`config.mk`:
```
export PLATFORM = sky130hd
export DESIGN_NAME = mem_port_arbiter
export DESIGN_NICKNAME = d
export VERILOG_FILES = /design/src/rtl/mem_port_arbiter_pkg.sv /design/src/rtl/mem_port_arbiter_rr_picker.sv /design/src/rtl/mem_port_arbiter.sv
export SDC_FILE = /design/constraint.sdc
export NUM_CORES = 1
export LEC_CHECK = 0
export BUFFER_PORTS_ARGS = -buffer_cell sky130_fd_sc_hd__buf_4
export CORE_MARGIN = 10
export CORE_UTILIZATION = 42
export DETAILED_ROUTE_END_ITERATION = 6
export PLACE_DENSITY = 0.87
export SYNTH_ARGS = -nofsm -noshare
export SYNTH_HDL_FRONTEND = slang
export SYNTH_HIERARCHICAL = 1
export SYNTH_SLANG_ARGS = --single-unit
```
`constraint.sdc`:
```
create_clock -name clk -period 3.3 [get_ports clk]
set_input_delay 0.165 -clock clk [delete_from_list [all_inputs] [get_ports clk]]
set_output_delay 0.165 -clock clk [all_outputs]
set_load 0.02 [all_outputs]
```
`src/rtl/mem_port_arbiter_pkg.sv`:
```
// -----------------------------------------------------------------------------
// mem_port_arbiter_pkg
//   Shared constants and types for the three-way memory port arbiter that
//   sits in front of the processor's single-ported RAM.
//
//   Contents:
//     NUM_REQ, ADDR_W, DATA_W  default geometry of the arbiter
//     REQ_IDX_W                width of a requester index
//     REQ_PROC/LOAD/DUMP       requester index assignments
//     arb_state_e              arbiter FSM state encoding
//     arb_dbg_t                snapshot of arbiter state for debug/probing
// -----------------------------------------------------------------------------
package mem_port_arbiter_pkg;

  localparam int NUM_REQ   = 3;
  localparam int ADDR_W    = 18;
  localparam int DATA_W    = 8;
  localparam int REQ_IDX_W = 2;

  // Requester index assignments (bit position in req/we/gnt/rvalid).
  localparam int REQ_PROC = 0;  // processor AR path
  localparam int REQ_LOAD = 1;  // UART loader
  localparam int REQ_DUMP = 2;  // UART dumper

  // IDLE   : sample req, pick a winner, latch its command
  // ACCESS : drive the RAM with the latched command, pulse gnt
  // RDATA  : RAM read data is valid, pulse rvalid
  typedef enum logic [1:0] {
    ST_IDLE   = 2'd0,
    ST_ACCESS = 2'd1,
    ST_RDATA  = 2'd2
  } arb_state_e;

  // Internal state bundled for anyone probing the arbiter hierarchically.
  typedef struct packed {
    arb_state_e             state;
    logic [REQ_IDX_W-1:0]   rr_ptr;
    logic [REQ_IDX_W-1:0]   winner;
  } arb_dbg_t;

endpackage

```
`src/rtl/mem_port_arbiter_rr_picker.sv`:
```
// -----------------------------------------------------------------------------
// rr_picker
//   Purely combinational round-robin selector. Scans the request vector
//   starting at rr_ptr and wrapping around; the first requester found wins.
//
//   Ports:
//     req     in   NUM_REQ  request vector (one bit per requester)
//     rr_ptr  in   IDX_W    index that has highest priority this round
//     valid   out  1        at least one request is pending
//     winner  out  IDX_W    index of the selected requester (0 when !valid)
// -----------------------------------------------------------------------------
module rr_picker #(
  parameter int NUM_REQ = 3,
  parameter int IDX_W   = 2
) (
  input  logic [NUM_REQ-1:0] req,
  input  logic [IDX_W-1:0]   rr_ptr,
  output logic               valid,
  output logic [IDX_W-1:0]   winner
);

  int               k;
  logic [IDX_W-1:0] k_idx;

  always_comb begin
    valid  = 1'b0;
    winner = '0;
    k      = 0;
    k_idx  = '0;
    for (int i = 0; i < NUM_REQ; i++) begin
      // Candidate index = (rr_ptr + i) mod NUM_REQ. A single conditional
      // subtract is enough because both terms are below NUM_REQ; an out-of
      // range pointer still lands on a legal index.
      k = int'(rr_ptr) + i;
      if (k >= NUM_REQ) begin
        k = k - NUM_REQ;
      end
      if (k >= NUM_REQ) begin
        k = 0;
      end
      k_idx = IDX_W'(k);
      if (!valid && req[k_idx]) begin
        valid  = 1'b1;
        winner = k_idx;
      end
    end
  end

endmodule

```
`src/rtl/mem_port_arbiter.sv`:
```
// -----------------------------------------------------------------------------
// mem_port_arbiter
//   Shares one single-ported RAM between three requesters (processor AR path,
//   UART loader, UART dumper) with round-robin fairness. One command is in
//   flight at a time:
//     IDLE -> ACCESS -> IDLE           write (2 cycles issue-to-issue)
//     IDLE -> ACCESS -> RDATA -> IDLE  read  (3 cycles issue-to-issue)
//
//   Handshake: a requester holds req high with its we/addr/wdata stable until
//   it sees its gnt bit; gnt is a one-cycle pulse in the ACCESS cycle and the
//   requester drops req on the edge ending that cycle. req is sampled only in
//   IDLE, so a req that vanishes before then is simply never served, and a req
//   still high in the next IDLE is a fresh request. For reads, rvalid is a
//   one-cycle pulse the following cycle and rdata is valid only while any
//   rvalid bit is high. There is no back-pressure on rvalid.
//
//   Ports:
//     clk, rst            clock, synchronous active-high reset
//     req[2:0], we[2:0]   per-requester request and write enable
//     addr0..2, wdata0..2 per-requester command address / write data
//     gnt[2:0]            one-hot grant pulse (ACCESS cycle)
//     rvalid[2:0], rdata  one-hot read-valid pulse and read data (RDATA cycle)
//     mem_addr, mem_wdata, mem_we, mem_rdata
//                         RAM port; mem_rdata arrives one cycle after address
// -----------------------------------------------------------------------------
module mem_port_arbiter
  import mem_port_arbiter_pkg::*;
#(
  parameter int NUM_REQ = mem_port_arbiter_pkg::NUM_REQ,
  parameter int ADDR_W  = mem_port_arbiter_pkg::ADDR_W,
  parameter int DATA_W  = mem_port_arbiter_pkg::DATA_W
) (
  input  logic               clk,
  input  logic               rst,
  input  logic [NUM_REQ-1:0] req,
  input  logic [NUM_REQ-1:0] we,
  input  logic [ADDR_W-1:0]  addr0,
  input  logic [ADDR_W-1:0]  addr1,
  input  logic [ADDR_W-1:0]  addr2,
  input  logic [DATA_W-1:0]  wdata0,
  input  logic [DATA_W-1:0]  wdata1,
  input  logic [DATA_W-1:0]  wdata2,
  output logic [NUM_REQ-1:0] gnt,
  output logic [NUM_REQ-1:0] rvalid,
  output logic [DATA_W-1:0]  rdata,
  output logic [ADDR_W-1:0]  mem_addr,
  output logic [DATA_W-1:0]  mem_wdata,
  output logic               mem_we,
  input  logic [DATA_W-1:0]  mem_rdata
);

  localparam int IDX_W = (NUM_REQ > 1) ? $clog2(NUM_REQ) : 1;

  // ---------------------------------------------------------------------------
  // State
  // ---------------------------------------------------------------------------
  arb_state_e        state_q,  state_d;
  logic [IDX_W-1:0]  rr_ptr_q, rr_ptr_d;
  logic [IDX_W-1:0]  win_q,    win_d;
  logic [ADDR_W-1:0] addr_q,   addr_d;
  logic [DATA_W-1:0] wdata_q,  wdata_d;
  logic              we_q,     we_d;

  // Probe point for checkers: current state, pointer and winner in one word.
  arb_dbg_t          dbg;

  always_comb begin
    dbg        = '0;
    dbg.state  = state_q;
    dbg.rr_ptr = REQ_IDX_W'(rr_ptr_q);
    dbg.winner = REQ_IDX_W'(win_q);
  end

  // ---------------------------------------------------------------------------
  // Winner selection and command mux
  // ---------------------------------------------------------------------------
  logic              pick_valid;
  logic [IDX_W-1:0]  pick_idx;
  logic [ADDR_W-1:0] sel_addr;
  logic [DATA_W-1:0] sel_wdata;
  logic              sel_we;

  rr_picker #(
    .NUM_REQ (NUM_REQ),
    .IDX_W   (IDX_W)
  ) u_rr_picker (
    .req    (req),
    .rr_ptr (rr_ptr_q),
    .valid  (pick_valid),
    .winner (pick_idx)
  );

  always_comb begin
    sel_addr  = addr2;
    sel_wdata = wdata2;
    if (pick_idx == IDX_W'(REQ_PROC)) begin
      sel_addr  = addr0;
      sel_wdata = wdata0;
    end else if (pick_idx == IDX_W'(REQ_LOAD)) begin
      sel_addr  = addr1;
      sel_wdata = wdata1;
    end
    sel_we = we[pick_idx];
  end

  // ---------------------------------------------------------------------------
  // Next-state logic
  // ---------------------------------------------------------------------------
  always_comb begin
    state_d  = state_q;
    rr_ptr_d = rr_ptr_q;
    win_d    = win_q;
    addr_d   = addr_q;
    wdata_d  = wdata_q;
    we_d     = we_q;

    unique case (state_q)
      ST_IDLE: begin
        if (pick_valid) begin
          state_d = ST_ACCESS;
          win_d   = pick_idx;
          addr_d  = sel_addr;
          wdata_d = sel_wdata;
          we_d    = sel_we;
          // Winner drops to lowest priority for the next round.
          if (pick_idx == IDX_W'(NUM_REQ - 1)) begin
            rr_ptr_d = '0;
          end else begin
            rr_ptr_d = pick_idx + IDX_W'(1);
          end
        end
      end
      ST_ACCESS: begin
        state_d = we_q ? ST_IDLE : ST_RDATA;
      end
      ST_RDATA: begin
        state_d = ST_IDLE;
      end
      default: begin
        state_d = ST_IDLE;
      end
    endcase
  end

  // ---------------------------------------------------------------------------
  // Outputs: decoded from registered state only, so they are glitch-free
  // with respect to the req inputs.
  // ---------------------------------------------------------------------------
  always_comb begin
    gnt    = '0;
    rvalid = '0;
    rdata  = '0;
    mem_we = 1'b0;
    unique case (state_q)
      ST_ACCESS: begin
        gnt[win_q] = 1'b1;
        mem_we     = we_q;
      end
      ST_RDATA: begin
        rvalid[win_q] = 1'b1;
        rdata         = mem_rdata;
      end
      default: begin
      end
    endcase
  end

  // The latched command drives the RAM address/data at all times; only the
  // strobe is qualified by state.
  assign mem_addr  = addr_q;
  assign mem_wdata = wdata_q;

  // ---------------------------------------------------------------------------
  // Registers
  // ---------------------------------------------------------------------------
  always_ff @(posedge clk) begin
    if (rst) begin
      state_q  <= ST_IDLE;
      rr_ptr_q <= '0;
      win_q    <= '0;
      addr_q   <= '0;
      wdata_q  <= '0;
      we_q     <= 1'b0;
    end else begin
      state_q  <= state_d;
      rr_ptr_q <= rr_ptr_d;
      win_q    <= win_d;
      addr_q   <= addr_d;
      wdata_q  <= wdata_d;
      we_q     <= we_d;
    end
  end

endmodule
```
==> results of run 1 <==
per-stage QoR:
step                setup slack (ns)  hold slack (ns)
floorplan                      0.876            0.401
detailed placement             0.658            0.424
global placement               0.709            0.410
CTS                            0.655            0.131
global route                   0.468            0.146
finish                         0.633            0.143
flip-flops by register name, indices dropped and copies added (netlist names):
signal     flops
we_q           1
mem_addr      18
state_q        2
win_q          2
rr_ptr_q       2
mem_wdata      8
power by group through the flow:
stage	combinational, mW	sequential (mW)	clock (mW)
global route	1.94	0.640	0.317
global placement	1.74	0.620	0
finish	1.77	0.620	0.292
CTS	1.79	0.620	0.299
detailed placement	1.78	0.628	0
floorplan	1.19	0.732	0
layer usage:
layer,routed length [µm],GRT usage (%)
met4,51,3.58
met3,597,7.40
met2,3550,29.1
met5,0,0
met1,2710,16.5
worst paths after layout:
kind / to / slack [ns]
worst max-delay path: mem_addr[1] / 0.63
worst min-delay path: rr_ptr_q[0] / 0.14
worst max register to register: mem_addr[1] / 0.63
worst min register to register: state_q[1] / 0.43
layout make-up:
| class | instances | area, µm² |
|---|---|---|
| Inverter | 3 | 11.3 |
| Multi-Input combinational cell | 173 | 1310 |
| Tap cell | 67 | 83.8 |
| Clock buffer | 6 | 72.6 |
| Clock inverter | 2 | 10.0 |
| Sequential cell | 33 | 661 |
| Fill cell | 423 | 1560 |
| Timing Repair Buffer | 139 | 1040 |
cells by family (layout without fill, tap and decap cells):
group                      after synthesis  count (layout)
adders and majority gates                3               3
DFF                                     33              33
buffers and inverters                   23             150
muxes                                    4               4
and+or+nand+nor                        100             100
AOI/OAI and AO/OA                       66              66
worst max-delay path, delay by kind of cell, from the launching register on:
family,cells,cell delay (ns)
buf+inv,2,0.37
compound gates,4,1.07
fa+ha+maj,1,0.44
flops,1,0.38
simple gates,2,0.28
synthesized netlist by cell type, drive strengths merged:
library cell	number
and2b	2
o31a	1
nor3	3
nand3b	4
nor2b	28
dfxtp	33
o21ai	2
a32o	26
or2b	1
a21oi	4
or3	1
ha	3
buf	10
and2	8
mux2i	4
o32a	1
a211oi	1
a211o	26
clkbuf	10
nor2	10
nand2b	30
a311oi	1
nor3b	2
nand4b	1
inv	3
or3b	1
nand2	9
o31ai	1
o211a	1
a31oi	1
o211ai	1
==> metrics.cfg, run 1 <==
[cells_and_area]
layout_common_cells = buf_4, dfxtp_1, nand2b_1
diodes = 0
syn_to_final_growth_pct = 53.2
stdcell_area_mm2 = 0.00319
drive_above_1_share_pct = 43.5
utilization_pct = 67.1
layout_commonest_cell = buf_4
fin_cells = 423
layout.nets = 452

[clock_tree]
clkLatencyLatePin_ns = 0.28
cts_resized = 0
postCtsHoldBufs = 0
h-tree-depth = 2
cts_setup_buffers = 0
cts_sinks = 33
cts_tree = done
cts_root_buffer = clkbuf_8
cts.clk_slew.worst_paths_ns = 0.07
cts_buffer_depth = 2
tritoncts.num_buffers = 5

[sta]
rsz0062_at_grt = no
hold_viol = 0
worst_pin_slew_ns = 0.487
final_max_slew_viol_count = 0
period_share_pct = 80.8
setup_violations = 0
maxSlewHeadroom_pct = 67.5
finalClockSkew_ns = 0.00649
max_freq_mhz = 375
finalSetupTns_ns = 0
finalCriticalPeriod_ns = 2.67

[die]
core_area_mm2 = 0.00475
io_pins = 135
dieArea_mm2 = 0.00818
start_util_pct = 43.8
fp.dieW_um = 90.4
fp.dieH_um = 90.4
fp-row-count = 25

[synth]
muxShareOfSynthArea_pct = 1.92
synth_nets = 326
synth_xor_area_share_pct = 0
synth-seq-area-share_pct = 31.7
yosysUniqueCellTypes = 36
synth_top_area_share_pct = 31.7
synth.area.top_cells = dfxtp_1, a32o_1, a211o_1, nand2b_1, nor2b_1
syn_avg_cell_area_um2 = 9.10
synth_top_family_by_area = simple AND/OR/NAND/NOR gates
synth_top_area_cell = dfxtp_1
syn_inst = 229
syn_area_mm2 = 0.00208
synth_fa_ha_area_share_pct = 1.80
synth_seq_cells = 33
synth-simple-area-share_pct = 30.1
ys_warn_count = 6
synth_compound_area_share_pct = 28.2

[worst_setup_path]
cp.required_ns = 3.48
worst_path_max_delay_cell = ha_1
path_cells = inv_1 > ha_1 > nor2b_2 > o21ai_1 > a311oi_1 > o32a_2 > buf_4 > nand2b_1 > a32o_1
r2r_start = rr_ptr_q[0]
cp-end-kind = flop
critical_path_arrival_ns = 2.84
max_stage_delay_ns = 0.44
critical_path_class = flop to flop
crit_fanout = 20
worstRegToRegCells = 9
critPathLaunchType = flop
crit_start = rr_ptr_q[0]

[route]
post_drt_wl_per_cell_um = 16.3
drtIter0Drc = 122
dr.pass1.iters = 4
vias = 2214
viasPerCell = 5.23
wirelength_mm = 6.91
antenna_left = 0
route.detailed.drc = 0

[power]
switching_share_pct = 44.2
power.share.clock_pct = 10.9
p_leak_nw = 1.50
total_power_mw = 2.68
p_int_mw = 1.49
ir_drop_uv = 453
combinationalPowerShare_pct = 65.9
p_sw_mw = 1.18
p_per_area_mw_per_mm2 = 839
seqPwrFrac_pct = 23.2

[global_routing]
overflow = 0
grt_pass1_wl_mm = 11.0
grt_max_degree = 34
grt_pass1_vias = 2312
antenna_found_initial = 0
grtUsageTotal_pct = 16.1

[placed_design]
gp_congestion = 0.772
post_dp_cell_area_mm2 = 0.00311
dp.final_hpwl_mm = 5.57
dpl.cell_count = 415
port_buffers = 134

[min_path]
min_path_cells = 2
min-delay-start = rst
hold_path_class = input pin to flop

[outcome]
status = finished, final reports clean

[flow_run]
maxCapViolCount = 0

(Power assumes the default switching activity.)
==> run 2, diff against run 1 <==
clock period = 2.8 ns   (was 3.3 ns; I/O delays follow)
==> metrics.cfg, run 2 (synthesis results as in run 1) <==
[power]
p_per_area_mw_per_mm2 = 999  ; +19%
p_leak_nw = 1.51  ; +0.83%
ir_drop_uv = 479  ; +5.6%
total_power_mw = 3.22  ; +20%

[sta]
period_share_pct = 94.2  ; +13 points
setup_violations = 0  ; unchanged
maxSlewHeadroom_pct = 75.2  ; +7.7 points
hold_viol = 0  ; unchanged
worst_pin_slew_ns = 0.370  ; -0.118 ns
finalCriticalPeriod_ns = 2.64  ; -0.0296 ns
final_max_slew_viol_count = 0  ; unchanged
finalClockSkew_ns = 0.00517  ; -0.00132 ns
finalSetupTns_ns = 0  ; unchanged
max_freq_mhz = 379  ; +1.1%
rsz0062_at_grt = no

[cells_and_area]
layout_commonest_cell = buf_4
fin_cells = 424  ; +0.24%
nFillCells = 418  ; -1.2%
layout.nets = 453  ; +0.22%
diodes = 0  ; unchanged
multi_input_area_mm2 = 0.00131  ; unchanged
syn_to_final_growth_pct = 54.8
regArea_um2 = 661  ; unchanged
drive_above_1_share_pct = 43.7  ; +0.16 points
largest_reg_flops = 18  ; unchanged
layout_common_cells = buf_4, dfxtp_1, nand2b_1

[die]
fp.dieW_um = 90.4  ; unchanged
dieArea_mm2 = 0.00818  ; unchanged
start_util_pct = 43.8  ; unchanged
fp-row-count = 25  ; unchanged
fp.dieH_um = 90.4  ; unchanged
io_pins = 135  ; unchanged
core_area_mm2 = 0.00475  ; unchanged

[flow_run]
maxCapViolCount = 0  ; unchanged

[worst_setup_path]
worst_path_max_delay_cell = or3b_1
cp.depth = 8  ; -1
cp.required_ns = 3.02  ; -0.46 ns
critical_path_arrival_ns = 2.86  ; +0.02 ns
cp-end-kind = flop
path_cells = inv_1 > ha_1 > nand3b_1 > o21ai_1 > nand4b_1 > or3b_1 > nor2_8 > a32o_1
worstRegToRegCells = 8  ; -1
crit_buf_inv = 1  ; -1
critPathLaunchType = flop
max_stage_delay_ns = 0.51  ; +0.07 ns
crit_fanout = 27  ; +35%
cp_top_family = simple AND/OR/NAND/NOR gates
critical_path_class = flop to flop

[global_routing]
grt_pass1_vias = 2267  ; -1.9%
grt_pass1_wl_mm = 11.0  ; -0.25%
antenna_found_initial = 0  ; unchanged
top_usage_layer = met2
grt.met3_usage_pct = 6.98  ; -0.42 points
met1_usage_pct = 17.3  ; +0.82 points
overflow = 0  ; unchanged
grt_max_degree = 38  ; +12%
grtUsageTotal_pct = 15.9  ; -0.19 points
use_met2_pct = 27.8  ; -1.2 points

[clock_tree]
clkLatencyLatePin_ns = 0.28  ; about the same
cts.clk_slew.worst_paths_ns = 0.07  ; about the same
h-tree-depth = 2  ; unchanged
cts_resized = 0  ; unchanged
postCtsHoldBufs = 0  ; unchanged
cts_buffer_depth = 2  ; unchanged
tritoncts.num_buffers = 5  ; unchanged
cts_sinks = 33  ; unchanged
cts_tree = done
cts_root_buffer = clkbuf_8
cts_setup_buffers = 0  ; unchanged

[placed_design]
port_buffers = 134  ; unchanged
dpl.cell_count = 416  ; +0.24%
dp.final_hpwl_mm = 5.55  ; -0.45%
gp_congestion = 0.772  ; about the same

[min_path]
hold_path_class = input pin to flop
min_path_cells = 2  ; unchanged

[route]
vias = 2229  ; +0.68%
dr.pass1.iters = 4  ; unchanged
route.detailed.drc = 0  ; unchanged
drtIter0Drc = 93  ; -24%
wirelength_mm = 6.81  ; -1.4%
viasPerCell = 5.26  ; +0.44%
post_drt_wl_per_cell_um = 16.1  ; -1.7%
antenna_left = 0  ; unchanged

[outcome]
status = finished, final reports clean

## run 2: changes by cell type in the layout (fill, tap and decap cells not counted), sizes merged
cell,delta
buf,+1
## run 2: worst paths after layout
path	end	from	slack, ns
min	rr_ptr_q[0]	rst	0.12
max reg2reg	mem_wdata[1]	rr_ptr_q[0]	0.16
min reg2reg	state_q[1]	we_q	0.43
max	mem_wdata[1]	rr_ptr_q[0]	0.16
## run 2: stage by stage
step	setup WS (ns)	hold WS, ns	cell area, µm²	utilization, %
2_1_floorplan	0.376	0.393	2080	-
3_3_place_gp	0.299	0.401	3140	66.1
3_5_place_dp	0.177	0.413	3140	66.1
4_1_cts	0.165	0.110	3220	67.8
5_1_grt	0.00184	0.133	3220	67.8
6_report	0.163	0.117	3220	67.8
## run 2: cell type report
class,count,area share [%]
Inverter,3,0.349
Tap cell,67,2.60
Sequential cell,33,20.5
Multi-Input combinational cell,173,40.6
Clock inverter,2,0.310
Timing Repair Buffer,140,33.4
Clock buffer,6,2.25
## run 2: metal layers
| metal | vias up | wire [µm] |
|---|---|---|
| met3 | 5 | 628 |
| met5 | - | 0 |
| met4 | 0 | 37 |
| met2 | 98 | 3360 |
| met1 | 1027 | 2790 |
| li1 | 1099 | - |
## run 2: power breakdown
| part | total (mW) | switching, mW | internal, mW |
|---|---|---|---|
| clock | 0.338 | 0.166 | 0.172 |
| combinational | 2.15 | 1.14 | 1.01 |
| sequential | 0.731 | 0.0969 | 0.634 |
| total | 3.22 | 1.40 | 1.82 |
